**config.mk**
```make
export PLATFORM = sky130hd
export DESIGN_NAME = rocc_mem_arbiter
export DESIGN_NICKNAME = d
export VERILOG_FILES = /design/src/rtl/warp_pkg.sv /design/src/rtl/warp_id_fifo.sv /design/src/rtl/rocc_mem_arbiter.sv
export SDC_FILE = /design/constraint.sdc
export NUM_CORES = 1
export LEC_CHECK = 0
export CAP_MARGIN = 20
export CORE_AREA = 2 2 159 161
export DETAILED_ROUTE_END_ITERATION = 7
export DIE_AREA = 0 0 161 163
export PLACE_DENSITY = 0.6
export REMOVE_ABC_BUFFERS = 1
export SKIP_LAST_GASP = 1
export SLEW_MARGIN = 10
export SYNTH_ARGS = -nofsm -noshare
export SYNTH_HDL_FRONTEND = slang
export SYNTH_HIERARCHICAL = 1
export SYNTH_SLANG_ARGS = --single-unit
```
**constraint.sdc**
```tcl
create_clock -name clk -period 3.3 [get_ports clk]
set_input_delay 0.33 -clock clk [delete_from_list [all_inputs] [get_ports clk]]
set_output_delay 0.33 -clock clk [all_outputs]
set_load 0.01 [all_outputs]
```
**src/rtl/warp_pkg.sv**
```systemverilog
// Shared warp-accelerator types and defaults, including the memory arbiter's
// request record, FSM state encoding and round-robin pointer helper.
package warp_pkg;

    localparam int ADDR_WIDTH                      = 32;
    localparam int MEM_ARB_NUM_REQ_DEFAULT         = 4;
    localparam int MEM_ARB_MAX_OUTSTANDING_DEFAULT = 4;

    typedef struct packed {
        logic [ADDR_WIDTH-1:0] addr;
        logic                  write;
        logic [31:0]           data;
    } mem_req_t;

    typedef enum logic {
        ARB_IDLE = 1'b0,
        ARB_HOLD = 1'b1
    } arb_state_e;

    function automatic int rr_next(input int g, input int n);
        return (g + 1) % n;
    endfunction

endpackage

```
**src/rtl/warp_id_fifo.sv**
```systemverilog
// In-order FIFO of requester IDs; head is the owner of the oldest in-flight request.
module warp_id_fifo #(
    parameter int WIDTH = 2,
    parameter int DEPTH = 4
) (
    input  logic                         clk,
    input  logic                         rst_n,
    input  logic                         push,
    input  logic [WIDTH-1:0]             push_id,
    input  logic                         pop,
    output logic                         full,
    output logic                         empty,
    output logic [$clog2(DEPTH+1)-1:0]   count,
    output logic [WIDTH-1:0]             head
);
    localparam int PW = $clog2(DEPTH);
    localparam int CW = $clog2(DEPTH + 1);

    logic [WIDTH-1:0] mem [DEPTH];
    logic [PW-1:0]    wr_ptr;
    logic [PW-1:0]    rd_ptr;
    logic             do_push;
    logic             do_pop;

    assign full    = (count == CW'(DEPTH));
    assign empty   = (count == '0);
    assign do_push = push && !full;
    assign do_pop  = pop && !empty;
    assign head    = mem[rd_ptr];

    // DEPTH is a power of two, so pointers wrap by natural overflow
    always_ff @(posedge clk or negedge rst_n) begin
        if (!rst_n) begin
            wr_ptr <= '0;
            rd_ptr <= '0;
            count  <= '0;
        end else begin
            if (do_push) wr_ptr <= wr_ptr + PW'(1);
            if (do_pop)  rd_ptr <= rd_ptr + PW'(1);
            case ({do_push, do_pop})
                2'b10:   count <= count + CW'(1);
                2'b01:   count <= count - CW'(1);
                default: count <= count;
            endcase
        end
    end

    always_ff @(posedge clk) begin
        if (do_push) mem[wr_ptr] <= push_id;
    end

endmodule

```
**src/rtl/rocc_mem_arbiter.sv**
```systemverilog
// Round-robin arbiter sharing the RoCC L1 memory port; responses are steered back
// in issue order. Define WARP_MEM_ARB_FETCH_PRIO_EN to give requester 0 priority.
module rocc_mem_arbiter #(
    parameter int NUM_REQ         = warp_pkg::MEM_ARB_NUM_REQ_DEFAULT,
    parameter int ADDR_WIDTH      = warp_pkg::ADDR_WIDTH,
    parameter int MAX_OUTSTANDING = warp_pkg::MEM_ARB_MAX_OUTSTANDING_DEFAULT
) (
    input  logic                                  clk,
    input  logic                                  rst_n,
    input  logic [NUM_REQ-1:0]                    req_valid,
    output logic [NUM_REQ-1:0]                    req_ready,
    input  logic [NUM_REQ*ADDR_WIDTH-1:0]         req_addr,
    input  logic [NUM_REQ-1:0]                    req_write,
    input  logic [NUM_REQ*32-1:0]                 req_wdata,
    output logic [NUM_REQ-1:0]                    resp_valid,
    output logic [31:0]                           resp_data,
    output logic                                  mem_req_valid,
    input  logic                                  mem_req_ready,
    output logic [ADDR_WIDTH-1:0]                 mem_req_addr,
    output logic                                  mem_req_write,
    output logic [31:0]                           mem_req_data,
    input  logic                                  mem_resp_valid,
    output logic                                  mem_resp_ready,
    input  logic [31:0]                           mem_resp_data,
    output logic [$clog2(MAX_OUTSTANDING+1)-1:0]  outstanding,
    output logic                                  orphan_err
);
    import warp_pkg::*;

    localparam int IDW = (NUM_REQ > 1) ? $clog2(NUM_REQ) : 1;

    arb_state_e     state;
    arb_state_e     state_next;
    logic [IDW-1:0] rr_ptr;
    logic [IDW-1:0] rr_ptr_next;
    logic [IDW-1:0] lock;
    logic [IDW-1:0] lock_next;
    logic [IDW-1:0] arb_idx;
    logic [IDW-1:0] sel;
    logic [IDW-1:0] head;
    logic           arb_found;
    logic           out_en;
    logic           fifo_full;
    logic           fifo_empty;
    logic           xfer;
    logic           pop;

    // out_en keeps every request-side output low while reset is asserted
    always_ff @(posedge clk or negedge rst_n) begin
        if (!rst_n) begin
            state      <= ARB_IDLE;
            rr_ptr     <= '0;
            lock       <= '0;
            out_en     <= 1'b0;
            orphan_err <= 1'b0;
        end else begin
            state  <= state_next;
            rr_ptr <= rr_ptr_next;
            lock   <= lock_next;
            out_en <= 1'b1;
            if (mem_resp_valid && fifo_empty) orphan_err <= 1'b1;
        end
    end

    always_comb begin
        int idx;
        arb_found = 1'b0;
        arb_idx   = '0;
        idx       = 0;
`ifdef WARP_MEM_ARB_FETCH_PRIO_EN
        if (req_valid[0]) arb_found = 1'b1;
`endif
        for (int i = 0; i < NUM_REQ; i++) begin
            idx = (int'(rr_ptr) + i) % NUM_REQ;
            if (!arb_found && req_valid[IDW'(idx)]) begin
                arb_found = 1'b1;
                arb_idx   = IDW'(idx);
            end
        end
    end

    assign sel           = (state == ARB_HOLD) ? lock : arb_idx;
    assign mem_req_valid = out_en && ((state == ARB_HOLD) || (arb_found && !fifo_full));
    assign xfer          = mem_req_valid && mem_req_ready;
    assign pop           = mem_resp_valid && !fifo_empty;

    always_comb begin
        state_next  = state;
        rr_ptr_next = rr_ptr;
        lock_next   = lock;
        case (state)
            ARB_IDLE: begin
                if (mem_req_valid && !mem_req_ready) begin
                    state_next = ARB_HOLD;
                    lock_next  = sel;
                end
            end
            ARB_HOLD: begin
                if (mem_req_ready) state_next = ARB_IDLE;
            end
            default: state_next = ARB_IDLE;
        endcase
        if (xfer) begin
`ifdef WARP_MEM_ARB_FETCH_PRIO_EN
            if (sel != '0) rr_ptr_next = IDW'(rr_next(int'(sel), NUM_REQ));
`else
            rr_ptr_next = IDW'(rr_next(int'(sel), NUM_REQ));
`endif
        end
    end

    always_comb begin
        req_ready  = '0;
        resp_valid = '0;
        if (xfer) req_ready[sel] = 1'b1;
        if (pop)  resp_valid[head] = 1'b1;
    end

    assign mem_req_addr   = req_addr[sel*ADDR_WIDTH +: ADDR_WIDTH];
    assign mem_req_write  = req_write[sel];
    assign mem_req_data   = req_wdata[sel*32 +: 32];
    assign mem_resp_ready = !fifo_empty;
    assign resp_data      = mem_resp_data;

    warp_id_fifo #(
        .WIDTH (IDW),
        .DEPTH (MAX_OUTSTANDING)
    ) u_id_fifo (
        .clk     (clk),
        .rst_n   (rst_n),
        .push    (xfer),
        .push_id (sel),
        .pop     (pop),
        .full    (fifo_full),
        .empty   (fifo_empty),
        .count   (outstanding),
        .head    (head)
    );

endmodule

```
# After elaboration in Yosys (flattened, before gate mapping)
# Memories as Yosys holds them, arrays and structs flattened.
# Cells that the tools add are included.
[word_totals] inputBits=300 mem_bits_rw=8 ff_bits=14 output_inout_bits=111 mem_count=1 wordCells=89
[mem_list] name="u_id_fifo.mem" depth=4 word_bits=2 rd=1 rd_clocked_by_memory_dff=0 write_ports=1 line_no="warp_id_fifo.sv:19" text="logic [WIDTH-1:0] mem [DEPTH];"
[classes] n_addsub=8 eq_ne=3 bitwise_logic=1 n_reduce_logical=23 n_mux=35 order_cmp=8 shifts=2
[ops] operator="indexed part select 128 x 8 -> 32 bit" n=2
[ops] operator="two-way mux 1 bit" n=19
[ops] operator="less-than comparator 2 x 4 -> 1 bit (second input constant)" n=4
[ops] operator="logical AND 1 bit" n=13
[ops] operator="binary-select mux 1 bit (select 2 bit)" n=5
[ops] operator="two-way mux 2 bit" n=5
[ops] operator="adder 2 x 1 -> 2 bit (second input constant)" n=4
[ops] operator="two-way mux 4 bit" n=2
[ops] operator="logical NOT 1 bit" n=6
[ops] operator="less-than comparator 2 x 3 -> 1 bit (second input constant)" n=2
[ops] operator="one-hot mux 3 bit (2 select lines)" n=1
[ops] operator="adder 2 bit (second input constant)" n=2
[ops] operator="demux 1 bit (select 2 bit)" n=2
[ops] operator=">= comparator 2 x 1 -> 1 bit (second input constant)" n=2
[ops] operator="adder 3 x 1 -> 3 bit (second input constant)" n=1
[ops] operator="== test 3 bit (second input constant)" n=1
[ops] operator="logical NOT 3 bit" n=1
[ops] operator="subtractor 3 x 1 -> 3 bit (second input constant)" n=1
[ops] operator="== test 2 x 1 -> 1 bit (second input constant)" n=1
[ops] operator="== test 2 bit (second input constant)" n=1
[ops] operator="one-hot mux 1 bit (2 select lines)" n=1
[ops] operator="AND reduction 2 bit" n=1
[ops] operator="nonzero test 2 bit" n=1
[ops] operator="logical OR 1 bit" n=1
[ops] operator="NOT 1 bit" n=1

# Longest topological paths before layout
[logic_depth] depth_word=20 ltp_mapped=11

# Hierarchy
# Netlist, hierarchy kept.
[modules_own_cells] module="rocc_mem_arbiter" cells_per_inst=304 area_per_inst_um2=2951.6 n_inst=1
[modules_own_cells] module="warp_id_fifo" cells_per_inst=47 area_per_inst_um2=725.7 n_inst=1

# Worst setup path before layout
# OpenSTA, ideal clock, no wires.
[synth_timing] path_kind="reg2reg" start="reg u_id_fifo.count[0]" end="reg u_id_fifo.count[2]" t_required_ps=3221 t_arrival_ps=2164 slack_ps=1057 path_stages_with_launch=12 setup_time_ps=79 cell_sequence="dfrtp_1 -> nor3b_4 -> o21a_1 -> nor2_1 -> nor2b_4 -> inv_1 -> ha_1 -> inv_1 -> fa_1 -> xor2_1 -> nor2_1 -> xor2_1"
[synth_between] elab_chain_len=9
[synth_rtl] item="from (decl)" line_no="warp_id_fifo.sv:13" text="output logic [$clog2(DEPTH+1)-1:0] count,"
[synth_rtl] item="from (signal assigned)" line_no="warp_id_fifo.sv:41" text="2'b10: count <= count + CW'(1);"
[synth_rtl] item="from (signal assigned)" line_no="warp_id_fifo.sv:42" text="2'b01: count <= count - CW'(1);"
[synth_rtl] item="from (signal assigned)" line_no="warp_id_fifo.sv:43" text="default: count <= count;"
[synth_rtl] item="== test 3 bit *" line_no="warp_id_fifo.sv:25" text="assign full = (count == CW'(DEPTH));"
[synth_rtl] item="via fifo_full" line_no="rocc_mem_arbiter.sv:43" text="logic fifo_full;"
[synth_rtl] item="logical NOT 1 bit *" line_no="rocc_mem_arbiter.sv:83" text="assign mem_req_valid = out_en && ((state == ARB_HOLD) || (arb_found && !fifo_full));"
[synth_rtl] item="logical AND 1 bit *" line_no="rocc_mem_arbiter.sv:83"
[synth_rtl] item="logical OR 1 bit *" line_no="rocc_mem_arbiter.sv:83"
[synth_rtl] item="logical AND 1 bit *" line_no="rocc_mem_arbiter.sv:83"
[synth_rtl] item="logical AND 1 bit *" line_no="rocc_mem_arbiter.sv:84" text="assign xfer = mem_req_valid && mem_req_ready;"
[synth_rtl] item="via xfer" line_no="rocc_mem_arbiter.sv:45" text="logic xfer;"
[synth_rtl] item="logical AND 1 bit *" line_no="warp_id_fifo.sv:27" text="assign do_push = push && !full;"
[synth_rtl] item="== test 2 x 1 -> 1 bit or == test 2 bit (tied branches)" line_no="warp_id_fifo.sv:40" text="case ({do_push, do_pop})"
[synth_rtl] item="one-hot mux 3 bit (2 select lines) or nonzero test 2 bit (tied branches)"
# The timed path passes the listed nets; every way through them passes the cells marked *.
# A chain may end at the register's enable or synchronous reset.

# Worst setup path after layout
[layout_timing] start="in req_valid[0]" end="out mem_req_data[7]"
[layout_between] elab_chain_len=15
[layout_rtl] item="from (decl)" line_no="rocc_mem_arbiter.sv:10" text="input logic [NUM_REQ-1:0] req_valid,"
[layout_rtl] item="binary-select mux 1 bit (select 2 bit)" line_no="rocc_mem_arbiter.sv:75" text="if (!arb_found && req_valid[IDW'(idx)]) begin"
[layout_rtl] item="two-way mux 1 bit (implied by the code) (2 in a row)" line_no="rocc_mem_arbiter.sv:75"
[layout_rtl] item="two-way mux 1 bit" line_no="rocc_mem_arbiter.sv:75"
[layout_rtl] item="logical NOT 1 bit" line_no="rocc_mem_arbiter.sv:75"
[layout_rtl] item="logical AND 1 bit" line_no="rocc_mem_arbiter.sv:75"
[layout_rtl] item="two-way mux 1 bit" line_no="rocc_mem_arbiter.sv:75"
[layout_rtl] item="logical NOT 1 bit" line_no="rocc_mem_arbiter.sv:75"
[layout_rtl] item="logical AND 1 bit" line_no="rocc_mem_arbiter.sv:75"
[layout_rtl] item="two-way mux 1 bit" line_no="rocc_mem_arbiter.sv:75"
[layout_rtl] item="logical NOT 1 bit" line_no="rocc_mem_arbiter.sv:75"
[layout_rtl] item="logical AND 1 bit" line_no="rocc_mem_arbiter.sv:75"
[layout_rtl] item="two-way mux 2 bit *" line_no="rocc_mem_arbiter.sv:75"
[layout_rtl] item="two-way mux 2 bit *" line_no="rocc_mem_arbiter.sv:82" text="assign sel = (state == ARB_HOLD) ? lock : arb_idx;"
[layout_rtl] item="indexed part select 128 x 8 -> 32 bit *" line_no="rocc_mem_arbiter.sv:121" text="assign mem_req_data = req_wdata[sel*32 +: 32];"
[layout_rtl] item="to (decl)" line_no="rocc_mem_arbiter.sv:21" text="output logic [31:0] mem_req_data,"
# Every way passes the cells marked *; elsewhere a longest branch is shown, timed or not. The select of a mux whose other input is x is not followed.

==> results.py <==
metrics = {
    "outcome": {
        "status": "finished, final reports clean",
    },
    "power_and_ir_drop": {
        "seqPwrFrac_pct": 11.2,
        "p_sw_mw": 1.68,
        "p_per_area_mw_per_mm2": 592,
        "p_total_mw": 4.45,
        "p_int_mw": 2.77,
        "ir_worst_vdd_mv": 0.287,
        "p_leak_nw": 3.14,
        "clkPwrFrac_pct": 7.5,
        "switching_share_pct": 37.7,
        "combPwrFrac_pct": 81.4,
    },
    "synthesis": {
        "synth_ff_type": "dfrtp_1",
        "synthesis.area_mm2": 0.00368,
        "synth_top_family_by_area": "multiplexers",
        "seq_area_frac_synth_pct": 16.1,
        "synth-edff-count": 8,
        "synth_fa_ha_area_share_pct": 2.25,
        "yosys-mux-area-fraction_pct": 55.6,
        "synth_compound_area_share_pct": 2.55,
        "netlist_instances": 351,
        "synthSimpleGateAreaFrac_pct": 6.74,
        "syn_avg_cell_area_um2": 10.5,
        "yosys_warnings": 6,
        "synth_seq_cells": 22,
        "synth_xor_area_share_pct": 1.43,
        "ys_types": 43,
        "ys_async_sr_fraction_pct": 63.6,
    },
    "global_route": {
        "grt_pass1_vias": 4075,
        "grt_overflow": 0,
        "grt_pass1_wl_um": 22300,
        "grt_max_degree": 34,
        "gr-usage-all-layers_pct": 10.8,
        "antenna_found_initial": 0,
    },
    "sta": {
        "slew_viol_final": 0,
        "setup_viol": 0,
        "fin_tns_setup_ns": 0,
        "tightest_slew_ns": 0.612,
        "rsz0062_at_grt": "false",
        "period_minus_slack_ns": 3.22,
        "slew_headroom_pct": 59.1,
        "fin_skew_ns": 0.000738,
        "hold_viol_final": 0,
        "min_period_over_period_pct": 97.7,
        "setup_slack_ns": 0.0768,
        "fmax_mhz": 310,
    },
    "floorplanning": {
        "dieArea_mm2": 0.0262,
        "boundaryPins": 411,
        "coreArea_mm2": 0.0247,
        "die_w_um": 161,
        "start_util_pct": 14.9,
        "row_count": 58,
        "die_h_um": 163,
    },
    "cts": {
        "clkSinkCount": 22,
        "numCtsBuffers": 3,
        "clk_pin_slew_ns": 0.06,
        "cts_hold_buffers": 0,
        "cts_max_path_buffers": 2,
        "htree_levels": 1,
        "clk_latency_ns": 0.25,
        "cts_tree": "built",
        "cts-root-buf": "clkbuf_16",
    },
    "worst_setup_path": {
        "crit_buf_inv": 5,
        "critPathMaxStageDelay_ns": 0.58,
        "crit_fanout": 16,
        "cp_data_arrival_time_ns": 2.89,
        "crit_chain": "clkdlybuf4s50_1 > or3b_4 > o221ai_2 > o31ai_4 > buf_4 > buf_12 > buf_12 > mux2i_1 > mux2i_1 > clkdlybuf4s50_1",
        "cp.depth": 10,
        "end_kind": "primary output",
        "critPathSlowestCell": "clkdlybuf4s50_1",
        "start_kind": "primary input",
        "reg2regPathDepth": 11,
        "cp_top_family": "buffers and inverters",
        "critical_path_class": "primary input to primary output",
        "cp.required_ns": 2.97,
    },
    "detailed_routing": {
        "viasPerCell": 3.83,
        "wire_per_inst_um": 15.9,
        "vias": 3848,
        "drc": 0,
        "initialDrtViolationCount": 153,
        "ant_nets": 0,
        "drt_wl_total_um": 15900,
        "firstDrtPassIters": 4,
    },
    "layout": {
        "fillCellCount": 2630,
        "syn2layout_area_growth_pct": 104,
        "ff_latch_area_um2": 591,
        "fin_nets": 981,
        "n_antenna_cell": 0,
        "multi_input_area_mm2": 0.00254,
        "drive_gt1_share_pct": 6.53,
        "final_area_mm2": 0.00751,
    },
    "placement": {
        "dpl.hpwl_um": 13600,
        "gp_congestion": 0.761,
        "place_area_mm2": 0.00732,
        "port_buffers": 346,
        "place_ws_ns": 0.0589,
    },
    "hold_path": {
        "holdCritPathClass": "primary input to async pin",
    },
    "run": {
        "max_cap_violations": 0,
    },
}
synthesized netlist by cell type, types with 2 or more instances:
library cell,instances,share of area [%]
and2_1,2,0.34
and2_2,2,0.41
and3_1,4,0.68
buf_12,8,4.4
buf_2,3,0.41
buf_4,32,6.5
buf_6,4,1.2
clkbuf_4,6,1.2
dfrtp_1,14,9.5
edfxtp_1,8,6.5
ha_1,5,1.7
inv_1,11,1.1
mux2_1,2,0.61
mux2i_1,196,53
mux4_2,2,1.2
nand2_1,8,0.82
nor2_1,6,0.61
nor2b_1,4,0.68
nor3_1,2,0.27
nor3b_1,2,0.41
o21ai_0,2,0.27
o21ai_1,2,0.27
or3_1,2,0.34
xnor2_1,3,0.71
xor2_1,3,0.71
power groups by stage:
stage               combinational, mW  clock, mW  sequential, mW
CTS                              3.57      0.339           0.499
global route                     3.88      0.353           0.512
finish                           3.62      0.331           0.496
detailed placement               3.54          0           0.503
floorplan                        2.33          0           0.487
global placement                 3.54          0           0.500
logic make-up (layout without fill, tap and decap cells):
group                      Yosys count  after routing
AOI/OAI and AO/OA                   11             11
xor gates and xnor gates             6              6
adders and majority gates            6              6
buffers and inverters               65            388
DFF                                 22             22
muxes                              201            201
other                                1              1
and+or+nand+nor                     39             39
cell usage in the layout, fill, tap and decap left out, drive strengths merged, types with 4 or more instances in the layout:
master / n
clkbuf: 5
mux2i: 196
o21ai: 4
nor2: 6
inv: 11
and2: 4
ha: 5
and3: 4
buf: 25
nor2b: 5
nand2: 8
edfxtp: 8
clkdlybuf4s50: 346
dfrtp: 14
metrics by stage:
stage | hold WS (ns) | cells | utilization (%)
2_1_floorplan | 0.0344 | 297 | -
3_3_place_gp | 0.437 | 994 | 29.7
3_5_place_dp | 0.447 | 994 | 29.7
4_1_cts | 0.461 | 998 | 30.1
5_1_grt | 0.494 | 1004 | 30.4
6_report | 0.460 | 1004 | 30.4
worst register-to-register path: stages (launching register included):
cell     delay [ns]
dfrtp_1        0.48
nor3b_4        0.30
o21a_1         0.22
nor2_1         0.10
nor2b_4        0.16
inv_1          0.07
ha_1           0.17
inv_1          0.06
fa_1           0.37
xor2_1         0.15
nor2_1         0.11
xor2_1         0.15
state kept, by name, indices dropped and copies added (netlist names):
register	cells
u_id_fifo/mem	8
lock	2
u_id_fifo/count	3
orphan_err	1
out_en	1
state	1
u_id_fifo/rd_ptr	2
rr_ptr	2
u_id_fifo/wr_ptr	2
layout make-up:
type	count	area share, %
tap	330	5.50
clock inverter	1	0.400
inverter	11	0.550
timing repair buffer	373	50.8
sequential	22	7.87
clock buffer	3	1.00
multi-input combinational	264	33.9
worst paths after layout:
path / from / endpoint / slack [ns]
max reg2reg: u_id_fifo/count[0] / u_id_fifo/count[2] / 0.90
max in group asynchronous: rst_n / lock[0] / 2.44
max: req_valid[0] / mem_req_data[7] / 0.08
min in group clk: orphan_err / orphan_err / 0.46
min reg2reg: orphan_err / orphan_err / 0.46
min: rst_n / u_id_fifo/count[2] / 0.46
layer usage:
| metal | part of all wire (%) | global-route usage [%] |
|---|---|---|
| met5 | 0.59 | 3.22 |
| met4 | 1.3 | 1.75 |
| met3 | 11 | 5.19 |
| met2 | 48 | 18.1 |
| met1 | 40 | 12.6 |
timing repair:
item | in CTS | in global routing
resized for setup | 0 | 0
endpoints found under the setup margin | 0 | 25
setup buffers | 0 | 4
Note: power is estimated with default switching activity, not from simulation.
